--- src/rtl/sdram_pkg.sv ---
// Shared types and constants for the SDRAM request arbiter.
// Address layout, master IDs, FSM encoding and grant-selection helpers.
package sdram_pkg;

   localparam int NUM_M       = 3;
   localparam int ROW_W       = 13;
   localparam int BANK_W      = 2;
   localparam int COL_W       = 9;
   localparam int ADDR_W      = ROW_W + BANK_W + COL_W + 2;
   localparam int DATA_W      = 32;
   localparam int BE_W        = 4;
   localparam int BURST_WORDS = 16;

   localparam logic [2:0] MASTER0 = 3'b001;
   localparam logic [2:0] MASTER1 = 3'b010;
   localparam logic [2:0] MASTER2 = 3'b100;

   typedef enum logic [1:0] {
      IDLE       = 2'd0,
      GRANT      = 2'd1,
      WAIT_BURST = 2'd2
   } arb_state_t;

   // First requester after the last granted master, wrapping 2 -> 0.
   function automatic logic [2:0] rr_pick(
      input logic [2:0] req,
      input logic [2:0] last
   );
      logic [2:0] g;
      g = 3'b000;
      unique case (last)
         MASTER0: begin
            if (req[1])      g = MASTER1;
            else if (req[2]) g = MASTER2;
            else if (req[0]) g = MASTER0;
         end
         MASTER1: begin
            if (req[2])      g = MASTER2;
            else if (req[0]) g = MASTER0;
            else if (req[1]) g = MASTER1;
         end
         default: begin
            if (req[0])      g = MASTER0;
            else if (req[1]) g = MASTER1;
            else if (req[2]) g = MASTER2;
         end
      endcase
      return g;
   endfunction

   // Master 0 always wins, then 1, then 2.
   function automatic logic [2:0] fp_pick(input logic [2:0] req);
      logic [2:0] g;
      g = 3'b000;
      if (req[0])      g = MASTER0;
      else if (req[1]) g = MASTER1;
      else if (req[2]) g = MASTER2;
      return g;
   endfunction

endpackage

--- src/rtl/sdram_arbiter_if.sv ---
// Master-side and controller-side buses of the SDRAM arbiter.
// slave: the arbiter's view; master: the requesters plus controller.
interface sdram_arbiter_if;
   import sdram_pkg::*;

   logic [NUM_M-1:0]             m_req;
   logic [NUM_M-1:0][ADDR_W-1:0] m_addr;
   logic [NUM_M-1:0]             m_write;
   logic [NUM_M-1:0]             m_burst;
   logic [NUM_M-1:0][BE_W-1:0]   m_byte_enable;
   logic [NUM_M-1:0][DATA_W-1:0] m_wdata;
   logic [NUM_M-1:0]             m_ack;
   logic [DATA_W-1:0]            m_rdata;
   logic [NUM_M-1:0]             m_rdvalid;
   logic [NUM_M-1:0]             m_complete;

   logic [NUM_M-1:0]             sdram_req;
   logic [ADDR_W-1:0]            sdram_addr;
   logic                         sdram_write;
   logic                         sdram_burst;
   logic [BE_W-1:0]              sdram_byte_enable;
   logic [DATA_W-1:0]            sdram_wdata;
   logic                         sdram_ack;
   logic [DATA_W-1:0]            sdram_rdata;
   logic [NUM_M-1:0]             sdram_rdvalid;
   logic                         sdram_complete;

   modport slave (
      input  m_req, m_addr, m_write, m_burst, m_byte_enable, m_wdata,
      output m_ack, m_rdata, m_rdvalid, m_complete,
      output sdram_req, sdram_addr, sdram_write, sdram_burst,
      output sdram_byte_enable, sdram_wdata,
      input  sdram_ack, sdram_rdata, sdram_rdvalid, sdram_complete
   );

   modport master (
      output m_req, m_addr, m_write, m_burst, m_byte_enable, m_wdata,
      input  m_ack, m_rdata, m_rdvalid, m_complete,
      input  sdram_req, sdram_addr, sdram_write, sdram_burst,
      input  sdram_byte_enable, sdram_wdata,
      output sdram_ack, sdram_rdata, sdram_rdvalid, sdram_complete
   );

endinterface

--- src/rtl/sdram_arb_idq.sv ---
// In-order queue of one-hot master IDs for outstanding reads.
// Extra pointer bit separates full from empty; push+pop at full is honoured.
module sdram_arb_idq #(
   parameter  int QDEPTH = 4,
   localparam int PW     = $clog2(QDEPTH) + 1
) (
   input  logic          clock,
   input  logic          reset,
   input  logic          push_i,
   input  logic [2:0]    din_i,
   input  logic          pop_i,
   output logic          full_o,
   output logic          empty_o,
   output logic [2:0]    head_o,
   output logic [PW-1:0] count_o
);

   logic [2:0]    mem_q [QDEPTH];
   logic [PW-1:0] wr_q, wr_d;
   logic [PW-1:0] rd_q, rd_d;
   logic          do_push;
   logic          do_pop;

   assign empty_o = (wr_q == rd_q);
   assign full_o  = (wr_q[PW-1] != rd_q[PW-1]) &&
                    (wr_q[PW-2:0] == rd_q[PW-2:0]);
   assign count_o = wr_q - rd_q;
   assign head_o  = mem_q[rd_q[PW-2:0]];

   assign do_pop  = pop_i & ~empty_o;
   assign do_push = push_i & (~full_o | do_pop);

   // Pointer advance on accepted push / pop.
   always_comb begin
      wr_d = wr_q;
      rd_d = rd_q;
      if (do_push) wr_d = wr_q + PW'(1);
      if (do_pop)  rd_d = rd_q + PW'(1);
   end

   // Pointer registers; reset empties the queue.
   always_ff @(posedge clock) begin
      if (reset) begin
         wr_q <= '0;
         rd_q <= '0;
      end else begin
         wr_q <= wr_d;
         rd_q <= rd_d;
      end
   end

   // Storage needs no reset: pointers define what is valid.
   always_ff @(posedge clock) begin
      if (do_push) mem_q[wr_q[PW-2:0]] <= din_i;
   end

endmodule

--- src/rtl/sdram_arbiter.sv ---
// Three-master round-robin arbiter in front of the SDRAM controller.
// Build option SDRAM_ARB_FIXED_PRIORITY_EN selects fixed priority (0 > 1 > 2).
module sdram_arbiter
   import sdram_pkg::*;
#(
   parameter int NUM_MASTERS = 3,
   parameter int QDEPTH      = 4
) (
   input logic             clock,
   input logic             reset,
   sdram_arbiter_if.slave  bus
);

   localparam int         PW           = $clog2(QDEPTH) + 1;
   localparam logic [1:0] S_IDLE       = IDLE;
   localparam logic [1:0] S_GRANT      = GRANT;
   localparam logic [1:0] S_WAIT_BURST = WAIT_BURST;

   logic [1:0]             state_q, state_d;
   logic [2:0]             grant_q, grant_d;
   logic [PW-1:0]          brem_q, brem_d;
   logic [2:0]             mcmp_q, mcmp_d;

   logic [NUM_MASTERS-1:0] elig;
   logic [2:0]             pick;
   logic                   in_grant;
   logic                   ack_ev;
   logic                   q_push;
   logic                   q_pop;
   logic                   q_full;
   logic                   q_empty;
   logic [2:0]             q_head;
   logic [PW-1:0]          q_count;

   logic [ADDR_W-1:0]      sel_addr;
   logic                   sel_write;
   logic                   sel_burst;
   logic [BE_W-1:0]        sel_be;
   logic [DATA_W-1:0]      sel_wdata;

   assign in_grant = (state_q == S_GRANT);
   assign ack_ev   = in_grant & bus.sdram_ack;
   assign q_push   = ack_ev & ~sel_write;
   assign q_pop    = bus.sdram_complete & ~q_empty;
   assign elig     = bus.m_req &
                     (bus.m_write | {NUM_MASTERS{~q_full}});

`ifdef SDRAM_ARB_FIXED_PRIORITY_EN
   assign pick = fp_pick(elig);
`else
   logic [2:0] last_grant_q, last_grant_d;

   // Remember the most recently acknowledged master.
   always_comb begin
      last_grant_d = last_grant_q;
      if (ack_ev) last_grant_d = grant_q;
   end

   // Start with master 2 as last so master 0 wins first.
   always_ff @(posedge clock) begin
      if (reset) last_grant_q <= MASTER2;
      else       last_grant_q <= last_grant_d;
   end

   assign pick = rr_pick(elig, last_grant_q);
`endif

   // Mux the granted master's fields onto the controller bus.
   always_comb begin
      sel_addr  = '0;
      sel_write = 1'b0;
      sel_burst = 1'b0;
      sel_be    = '0;
      sel_wdata = '0;
      if (in_grant) begin
         for (int i = 0; i < NUM_MASTERS; i++) begin
            if (grant_q[i]) begin
               sel_addr  = bus.m_addr[i];
               sel_write = bus.m_write[i];
               sel_burst = bus.m_burst[i];
               sel_be    = bus.m_byte_enable[i];
               sel_wdata = bus.m_wdata[i];
            end
         end
      end
   end

   // Arbitration FSM; a burst waits until its own queue entry pops.
   always_comb begin
      state_d = state_q;
      grant_d = grant_q;
      brem_d  = brem_q;
      if (q_pop && brem_q != '0) brem_d = brem_q - PW'(1);
      unique case (state_q)
         S_IDLE: begin
            if (|elig) begin
               grant_d = pick;
               state_d = S_GRANT;
            end
         end
         S_GRANT: begin
            if (bus.sdram_ack) begin
               if (!sel_write && sel_burst) begin
                  state_d = S_WAIT_BURST;
                  brem_d  = q_count + PW'(1) - PW'(q_pop);
               end else begin
                  state_d = S_IDLE;
                  grant_d = '0;
               end
            end
         end
         S_WAIT_BURST: begin
            if (q_pop && brem_q == PW'(1)) begin
               state_d = S_IDLE;
               grant_d = '0;
            end
         end
         default: begin
            state_d = S_IDLE;
            grant_d = '0;
         end
      endcase
   end

   // Completion pulse is attributed to the queue head.
   always_comb begin
      mcmp_d = '0;
      if (q_pop) mcmp_d = q_head;
   end

   // State registers; reset aborts any grant or burst.
   always_ff @(posedge clock) begin
      if (reset) begin
         state_q <= S_IDLE;
         grant_q <= '0;
         brem_q  <= '0;
         mcmp_q  <= '0;
      end else begin
         state_q <= state_d;
         grant_q <= grant_d;
         brem_q  <= brem_d;
         mcmp_q  <= mcmp_d;
      end
   end

   sdram_arb_idq #(
      .QDEPTH (QDEPTH)
   ) u_idq (
      .clock   (clock),
      .reset   (reset),
      .push_i  (q_push),
      .din_i   (grant_q),
      .pop_i   (q_pop),
      .full_o  (q_full),
      .empty_o (q_empty),
      .head_o  (q_head),
      .count_o (q_count)
   );

   assign bus.sdram_req         = in_grant ? grant_q : '0;
   assign bus.sdram_addr        = sel_addr;
   assign bus.sdram_write       = sel_write;
   assign bus.sdram_burst       = sel_burst;
   assign bus.sdram_byte_enable = sel_be;
   assign bus.sdram_wdata       = sel_wdata;

   assign bus.m_ack      = ack_ev ? grant_q : '0;
   assign bus.m_complete = mcmp_q;
   assign bus.m_rdata    = bus.sdram_rdata;
   assign bus.m_rdvalid  = bus.sdram_rdvalid;

endmodule

--- src/flat_wrapper.sv ---
// flat-port wrapper written by rule: the top's interface ports become plain ports
module sdram_arbiter_flat import sdram_pkg::*;
#(
   parameter int NUM_MASTERS = 3,
   parameter int QDEPTH      = 4
)
  (clock, reset, bus_m_req, bus_m_addr, bus_m_write, bus_m_burst, bus_m_byte_enable, bus_m_wdata, bus_m_ack, bus_m_rdata, bus_m_rdvalid, bus_m_complete, bus_sdram_req, bus_sdram_addr, bus_sdram_write, bus_sdram_burst, bus_sdram_byte_enable, bus_sdram_wdata, bus_sdram_ack, bus_sdram_rdata, bus_sdram_rdvalid, bus_sdram_complete);
  sdram_arbiter_if bus_i ();
  input logic clock;
  input logic reset;
  input wire logic [$bits(bus_i.m_req)-1:0] bus_m_req;
  input wire logic [$bits(bus_i.m_addr)-1:0] bus_m_addr;
  input wire logic [$bits(bus_i.m_write)-1:0] bus_m_write;
  input wire logic [$bits(bus_i.m_burst)-1:0] bus_m_burst;
  input wire logic [$bits(bus_i.m_byte_enable)-1:0] bus_m_byte_enable;
  input wire logic [$bits(bus_i.m_wdata)-1:0] bus_m_wdata;
  output wire logic [$bits(bus_i.m_ack)-1:0] bus_m_ack;
  output wire logic [$bits(bus_i.m_rdata)-1:0] bus_m_rdata;
  output wire logic [$bits(bus_i.m_rdvalid)-1:0] bus_m_rdvalid;
  output wire logic [$bits(bus_i.m_complete)-1:0] bus_m_complete;
  output wire logic [$bits(bus_i.sdram_req)-1:0] bus_sdram_req;
  output wire logic [$bits(bus_i.sdram_addr)-1:0] bus_sdram_addr;
  output wire logic [$bits(bus_i.sdram_write)-1:0] bus_sdram_write;
  output wire logic [$bits(bus_i.sdram_burst)-1:0] bus_sdram_burst;
  output wire logic [$bits(bus_i.sdram_byte_enable)-1:0] bus_sdram_byte_enable;
  output wire logic [$bits(bus_i.sdram_wdata)-1:0] bus_sdram_wdata;
  input wire logic [$bits(bus_i.sdram_ack)-1:0] bus_sdram_ack;
  input wire logic [$bits(bus_i.sdram_rdata)-1:0] bus_sdram_rdata;
  input wire logic [$bits(bus_i.sdram_rdvalid)-1:0] bus_sdram_rdvalid;
  input wire logic [$bits(bus_i.sdram_complete)-1:0] bus_sdram_complete;
  assign bus_i.m_req = bus_m_req;
  assign bus_i.m_addr = bus_m_addr;
  assign bus_i.m_write = bus_m_write;
  assign bus_i.m_burst = bus_m_burst;
  assign bus_i.m_byte_enable = bus_m_byte_enable;
  assign bus_i.m_wdata = bus_m_wdata;
  assign bus_m_ack = bus_i.m_ack;
  assign bus_m_rdata = bus_i.m_rdata;
  assign bus_m_rdvalid = bus_i.m_rdvalid;
  assign bus_m_complete = bus_i.m_complete;
  assign bus_sdram_req = bus_i.sdram_req;
  assign bus_sdram_addr = bus_i.sdram_addr;
  assign bus_sdram_write = bus_i.sdram_write;
  assign bus_sdram_burst = bus_i.sdram_burst;
  assign bus_sdram_byte_enable = bus_i.sdram_byte_enable;
  assign bus_sdram_wdata = bus_i.sdram_wdata;
  assign bus_i.sdram_ack = bus_sdram_ack;
  assign bus_i.sdram_rdata = bus_sdram_rdata;
  assign bus_i.sdram_rdvalid = bus_sdram_rdvalid;
  assign bus_i.sdram_complete = bus_sdram_complete;
  sdram_arbiter #(.NUM_MASTERS(NUM_MASTERS), .QDEPTH(QDEPTH)) u_core (.clock(clock), .reset(reset), .bus(bus_i));
endmodule
--- config.mk ---
export PLATFORM = sky130hd
export DESIGN_NAME = sdram_arbiter_flat
export DESIGN_NICKNAME = d
export VERILOG_FILES = /design/src/rtl/sdram_pkg.sv /design/src/rtl/sdram_arbiter_if.sv /design/src/rtl/sdram_arb_idq.sv /design/src/rtl/sdram_arbiter.sv /design/src/flat_wrapper.sv
export SDC_FILE = /design/constraint.sdc
export NUM_CORES = 1
export LEC_CHECK = 0
export CORE_AREA = 2 2 134 136
export DETAILED_ROUTE_END_ITERATION = 6
export DIE_AREA = 0 0 136 138
export GPL_TIMING_DRIVEN = 0
export PLACE_DENSITY = 0.64
export SLEW_MARGIN = 40
export SYNTH_ARGS = -nofsm -noshare
export SYNTH_HDL_FRONTEND = slang
export SYNTH_HIERARCHICAL = 1
export SYNTH_SLANG_ARGS = --single-unit
--- constraint.sdc ---
create_clock -name clock -period 5.51 [get_ports clock]
set_clock_uncertainty 0.2 [all_clocks]
set_input_delay 1.3775 -clock clock [delete_from_list [all_inputs] [get_ports clock]]
set_output_delay 1.3775 -clock clock [all_outputs]
set_load 0.005 [all_outputs]
### Yosys cells after proc, flatten, opt, wreduce, memory -nomap -nowiden

Memories as Yosys holds them, arrays and structs flattened. A register that Yosys moved wholly into a read port is not among the register bits.
Index checks and enable logic that the tools add are counted.

| word-level totals | value |
|---|---|
| flip-flop bits (word level) | 17 |
| RAM bits | 12 |
| bits of input ports | 234 |
| output and inout port bits | 108 |
| word-level logic and storage cells | 96 |
| memories kept | 1 |

Memory list:

| memory | words | width | rd ports | clocked after Yosys merged registers in | write ports | line | text |
|---|---|---|---|---|---|---|---|
| u_core.u_idq.mem_q | 4 | 3 | 1 | 1 | 1 | sdram_arb_idq.sv:18 | `logic [2:0] mem_q [QDEPTH];` |

| cells by class | value |
|---|---|
| $add $sub $neg | 6 |
| eq/ne operators | 12 |
| mux-type cells | 48 |
| bitwise gates (word level) | 12 |
| reductions and logical operators | 11 |

Operator list:

| kind | count |
|---|---|
| two-way mux 32 bit | 4 |
| two-way mux 26 bit | 4 |
| two-way mux 3 bit | 17 |
| two-way mux 4 bit | 4 |
| two-way mux 1 bit | 11 |
| two-way mux 2 bit | 5 |
| adder 3 x 1 -> 3 bit, second input constant | 3 |
| one-hot mux 3 bit (3 select lines) | 1 |
| == test 3 x 1 -> 1 bit, second input constant | 2 |
| one-hot mux 2 bit (3 select lines) | 1 |
| one-hot mux 3 bit (2 select lines) | 1 |
| bitwise AND 1 bit | 5 |
| logical AND 1 bit | 4 |
| inequality test 2 x 1 -> 1 bit, second input constant | 2 |
| inequality test 2 bit, second input constant | 2 |
| NOT 1 bit | 4 |
| AND reduction 4 bit | 1 |
| bitwise AND 3 bit | 1 |
| == test 3 x 2 -> 1 bit, second input constant | 1 |
| == test 3 bit | 1 |
| bitwise OR 3 bit | 1 |
| AND reduction 3 bit | 1 |
| nonzero test 3 bit | 1 |
| OR reduction 3 bit | 1 |
| 11 further kinds | 11 |

### Depth between registers and ports, before layout

Gate-level depths: netlist of the first run.

| logic depth | value |
|---|---|
| depth after elaboration | 11 |
| depth in mapped cells | 10 |
| depth with buffers taken out | 10 |

### Cells and area by module

The synthesis of the first run kept the hierarchy.

By module, submodules not included:

| module | times used | cells each | area each (µm²) | seq. area each (µm²) |
|---|---|---|---|---|
| sdram_arbiter | 1 | 356 | 2423.6 | 280.3 |
| sdram_arb_idq | 1 | 70 | 948.4 | 520.5 |

### Worst setup path before layout of the first run

No wires, ideal clock.

| timing | value |
|---|---|
| kind | input port to output port |
| from | input port bus_m_addr[26] |
| to | output port bus_sdram_addr[0] |
| arrival | 1819 ps |
| required time | 3933 ps |
| path slack | 2114 ps |
| stages | 3 |
| path buffers | 0 |
| cells stage by stage | a221o_1 -> o21ai_0 -> nor2_1 |

| between the ends | value |
|---|---|
| longest elaborated chain between the ends | 3 |

RTL lines:

| item | line | text |
|---|---|---|
| start, declared | flat_wrapper.sv:12 | `input wire logic [$bits(bus_i.m_addr)-1:0] bus_m_addr;` |
| two-way mux 26 bit (2 in a row) | sdram_arbiter.sv:77 | `if (grant_q[i]) begin` |
| two-way mux 26 bit | sdram_arbiter.sv:75 | `if (in_grant) begin` |
| end, declared | flat_wrapper.sv:22 | `output wire logic [$bits(bus_i.sdram_addr)-1:0] bus_sdram_addr;` |

No other way between the ends.

### Final worst setup path of the first run

| timing | value |
|---|---|
| from | input port bus_m_write[1] |
| to | output port bus_sdram_write |

| between the ends | value |
|---|---|
| longest elaborated chain between the ends | 3 |

RTL lines:

| item | line | text |
|---|---|---|
| start, declared | flat_wrapper.sv:13 | `input wire logic [$bits(bus_i.m_write)-1:0] bus_m_write;` |
| two-way mux 1 bit (2 in a row) | sdram_arbiter.sv:77 |  |
| two-way mux 1 bit | sdram_arbiter.sv:75 |  |
| end, declared | flat_wrapper.sv:23 | `output wire logic [$bits(bus_i.sdram_write)-1:0] bus_sdram_write;` |

No other way between the ends.

==> impl_metrics.yaml, run 1 <==
status:
  status: "completed"
drt:
  route.detailed.vias_per_inst: 4.64
  route.detailed.drc: 0
  routed-via-count: 4500
  antenna_violating_nets_post_route: 0
  routed_wire_length_per_instance_um: 17.5
  detailedRoute.firstIterationViolations: 169
  postRouteWirelength_mm: 16.9
  drt_pass1_iterations: 4
global_routing:
  grt_max_degree: 13
  overflow: 0
  number_of_global_route_vias_before_repair: 4490
  antenna_found_initial: 0
  grtUsageTotal_pct: 17.3
  grt_pass1_wl_mm: 25.2
die:
  die_area_um2: 18800
  die_h_um: 138
  num_io_pins: 342
  start_util_pct: 19.2
  die_width_um: 136
  fp_rows: 49
  core_um2: 17500
timing:
  maxSlewViolCount: 0
  slew_headroom_pct: 58.2
  grt_setup_unrepaired: "false"
  final_setup_tns_ns: 0
  setup-violations-final: 0
  achievable-frequency_ghz: 0.222
  finalCritPeriodShare_pct: 81.8
  setup_slack_ns: 1.00
  report.final.hold_viol_count: 0
  post-route-min-period_ns: 4.51
  worst_pin_slew_ns: 0.626
clock_network:
  htreeDepth: 2
  cts_root_buffer: "sky130_fd_sc_hd__clkbuf_16"
  clk_path_buf_depth: 2
  cts_hold_buf: 0
  post-cts-setup-buffer-count: 0
  cts_buffers: 5
  post_cts.resized_instances: 0
  cts.clk_slew.worst_paths_ns: 0.06
  tritoncts_clock_tree: "done"
  clkLatencyLatePin_ns: 0.28
  cts.sinks: 34
yosys:
  synthesis.yosys.warnings: 6
  async_reset_ff_share_pct: 0
  post_synth_top_flop: "sky130_fd_sc_hd__dfxtp_1"
  post_synth_inst_count: 426
  yosysTopAreaCell: "sky130_fd_sc_hd__a221o_1"
  synth_largest_type_area_fraction_pct: 18.4
  ys_seq_elements: 34
  synthMostInstantiatedCell: "sky130_fd_sc_hd__nor2_1"
  syn_nets: 673
  synth_area_leaders: "sky130_fd_sc_hd__a221o_1 (18%), sky130_fd_sc_hd__dfxtp_1 (13%), sky130_fd_sc_hd__edfxtp_1 (11%)"
  synth_area_um2: 3370
  synth_area_per_cell_um2: 7.92
  synth_common_cells: "sky130_fd_sc_hd__nor2_1 (86), sky130_fd_sc_hd__o21ai_0 (66), sky130_fd_sc_hd__a221o_1 (62), sky130_fd_sc_hd__buf_4 (35), sky130_fd_sc_hd__clkbuf_1 (26)"
  synth_cell_type_count: 56
  synth_sequential_area_ratio_pct: 23.7
  synth_edf_count: 12
cells_and_area:
  final.fill_count: 1838
  layout.cell_area.non_filler_um2: 6920
  syn2layout_area_growth_pct: 105
  design.final.nets: 986
  antenna_cells_inserted: 0
  final_util_pct: 39.4
  drive_gt1_share_pct: 8.51
power:
  cellPowerDensity_nw_per_um2: 170
  power.static_leakage_nw: 2.58
  power.ir.vdd_worst_mv: 0.168
  power_mw: 1.18
setup_path:
  cp_max_fo: 4
  ff2ff_path_depth: 10
  worst-setup-path-type: "primary input to primary output"
  critPathCaptureType: "primary output"
  crit_path_start_kind: "primary input"
  cp.required_ns: 3.93
  reg2reg_to: "u_core/grant_q[1]$_SDFFE_PP0P_"
  reg2reg_setup_slack_ns: 2.91
  r2r_start: "u_core/u_idq/wr_q[0]$_SDFFE_PP0P_"
  arrival_ns: 2.93
worst_hold_path:
  worst_hold_path.endpoint: "u_core/state_q[0]$_SDFFE_PP0P_"
  hold_path_cell_cnt: 1
  holdCritPathClass: "flip-flop to flip-flop"
  hold_startpoint: "u_core/state_q[1]$_SDFFE_PP0P_"
placement:
  portBuffers: 306
  gp_congestion: 0.832
  dpl.hpwl_mm: 14.2
  dp_slack_ns: 1.00
  place_area_um2: 6720
run:
  max-cap-violations: 0
==> critical path, stage by stage <==
cell	delay, ns
sky130_fd_sc_hd__clkdlybuf4s50_1	0.55
sky130_fd_sc_hd__a21oi_1	0.09
sky130_fd_sc_hd__a22o_1	0.26
sky130_fd_sc_hd__nor2_1	0.11
sky130_fd_sc_hd__clkdlybuf4s50_1	0.54
==> cells in the final DEF (no fill, tap or decap), types with 8 or more instances in the layout <==
cell type and count:
sky130_fd_sc_hd__dfxtp_1 22, sky130_fd_sc_hd__clkbuf_1 26, sky130_fd_sc_hd__clkdlybuf4s50_1 306, sky130_fd_sc_hd__buf_4 35
sky130_fd_sc_hd__inv_1 16, sky130_fd_sc_hd__a221o_1 62, sky130_fd_sc_hd__o21ai_0 66, sky130_fd_sc_hd__a21oi_1 8
sky130_fd_sc_hd__nor2_1 86, sky130_fd_sc_hd__edfxtp_1 12, sky130_fd_sc_hd__ha_1 12
==> power by group <==
part | internal (mW) | switching, mW | total [mW]
combinational | 0.320 | 0.207 | 0.527
sequential | 0.272 | 0.0105 | 0.283
clock | 0.260 | 0.107 | 0.367
total | 0.852 | 0.324 | 1.18
==> cells by family after synthesis <==
kind of cell / synth area share, %
compound gates: 34.7
flops: 23.7
xor+xnor: 1.30
mux: 4.34
fa+ha+maj: 5.05
buf+inv: 15.3
simple gates: 15.6
==> flip-flops by register name, summed over array words and instances (netlist names), named ones only <==
signal	flops
u_core/grant_q	3
u_core/u_idq/wr_q	3
u_core/last_grant_q	3
u_core/u_idq/rd_q	3
u_core/u_idq/mem_q	12
u_core/bus.m_complete	3
u_core/brem_q	3
u_core/state_q	2
==> worst max-delay path by stage <==
stage | from | endpoint | slack, ns | cells after the start
after floorplan | bus_m_addr[26] | bus_sdram_addr[0] | 2.11 | 3
after global placement | bus_m_write[1] | bus_sdram_write | 1.01 | 5
after detailed placement | bus_m_write[1] | bus_sdram_write | 1.00 | 5
after CTS | bus_m_write[1] | bus_sdram_write | 1.0 | 5
after global routing | bus_m_write[1] | bus_sdram_write | 0.94 | 5
final | bus_m_write[1] | bus_sdram_write | 1.00 | 5
==> per-layer routing <==
| layer | GRT usage [%] | wire length, um | share of wire, % |
|---|---|---|---|
| met5 | 0 | 0 | 0 |
| met3 | 3.63 | 1280 | 7.6 |
| met4 | 3.78 | 268 | 1.6 |
| met2 | 32.4 | 8710 | 51 |
| met1 | 20.0 | 6670 | 39 |
==> stage by stage <==
step,hold slack (ns),cells
6_report,0.291,969
3_3_place_gp,0.273,961
4_1_cts,0.289,969
3_5_place_dp,0.282,961
2_1_floorplan,0.251,426
5_1_grt,0.326,969
==> area by class of cell <==
type | count | area, um^2 | share of cell area (%)
plain buffers | 71 | 447 | 6.46
clock buffers | 5 | 125 | 1.81
clock inverters | 3 | 68.8 | 0.995
inverters | 18 | 67.6 | 0.977
multi-input cells | 303 | 2060 | 29.7
flip-flops and latches | 34 | 801 | 11.6
well taps | 229 | 287 | 4.14
repair buffers | 306 | 3060 | 44.3
No activity file was read; power rests on OpenSTA's default activity.
==> run 2, diff against run 1 <==
Clock period 5.51 ns to 4.66 ns, I/O delays scaled along.
==> results of run 2 <==
Same layout as run 1 (identical final DEF). Status: completed.
Main changes from that run: setup slack after placement 1.00 ns -> 0.576 ns; setup slack after layout 1.00 ns -> 0.577 ns; register-to-register setup slack 2.91 ns -> 2.06 ns; total power 1.18 mW -> 1.39 mW; worst IR drop on VDD 0.168 mV -> 0.199 mV
==> run 3, diff against run 2 <==
Settings changed: CTS_CLUSTER_SIZE set to 20.
Clock period 4.66 ns to 4.85 ns, I/O delays scaled along.
==> results of run 3 <==
Same layout as run 1 (identical final DEF). Status: completed.
Main changes from that run: setup slack after placement 1.00 ns -> 0.671 ns; setup slack after layout 1.00 ns -> 0.672 ns; register-to-register setup slack 2.91 ns -> 2.25 ns; total power 1.18 mW -> 1.34 mW; worst IR drop on VDD 0.168 mV -> 0.191 mV
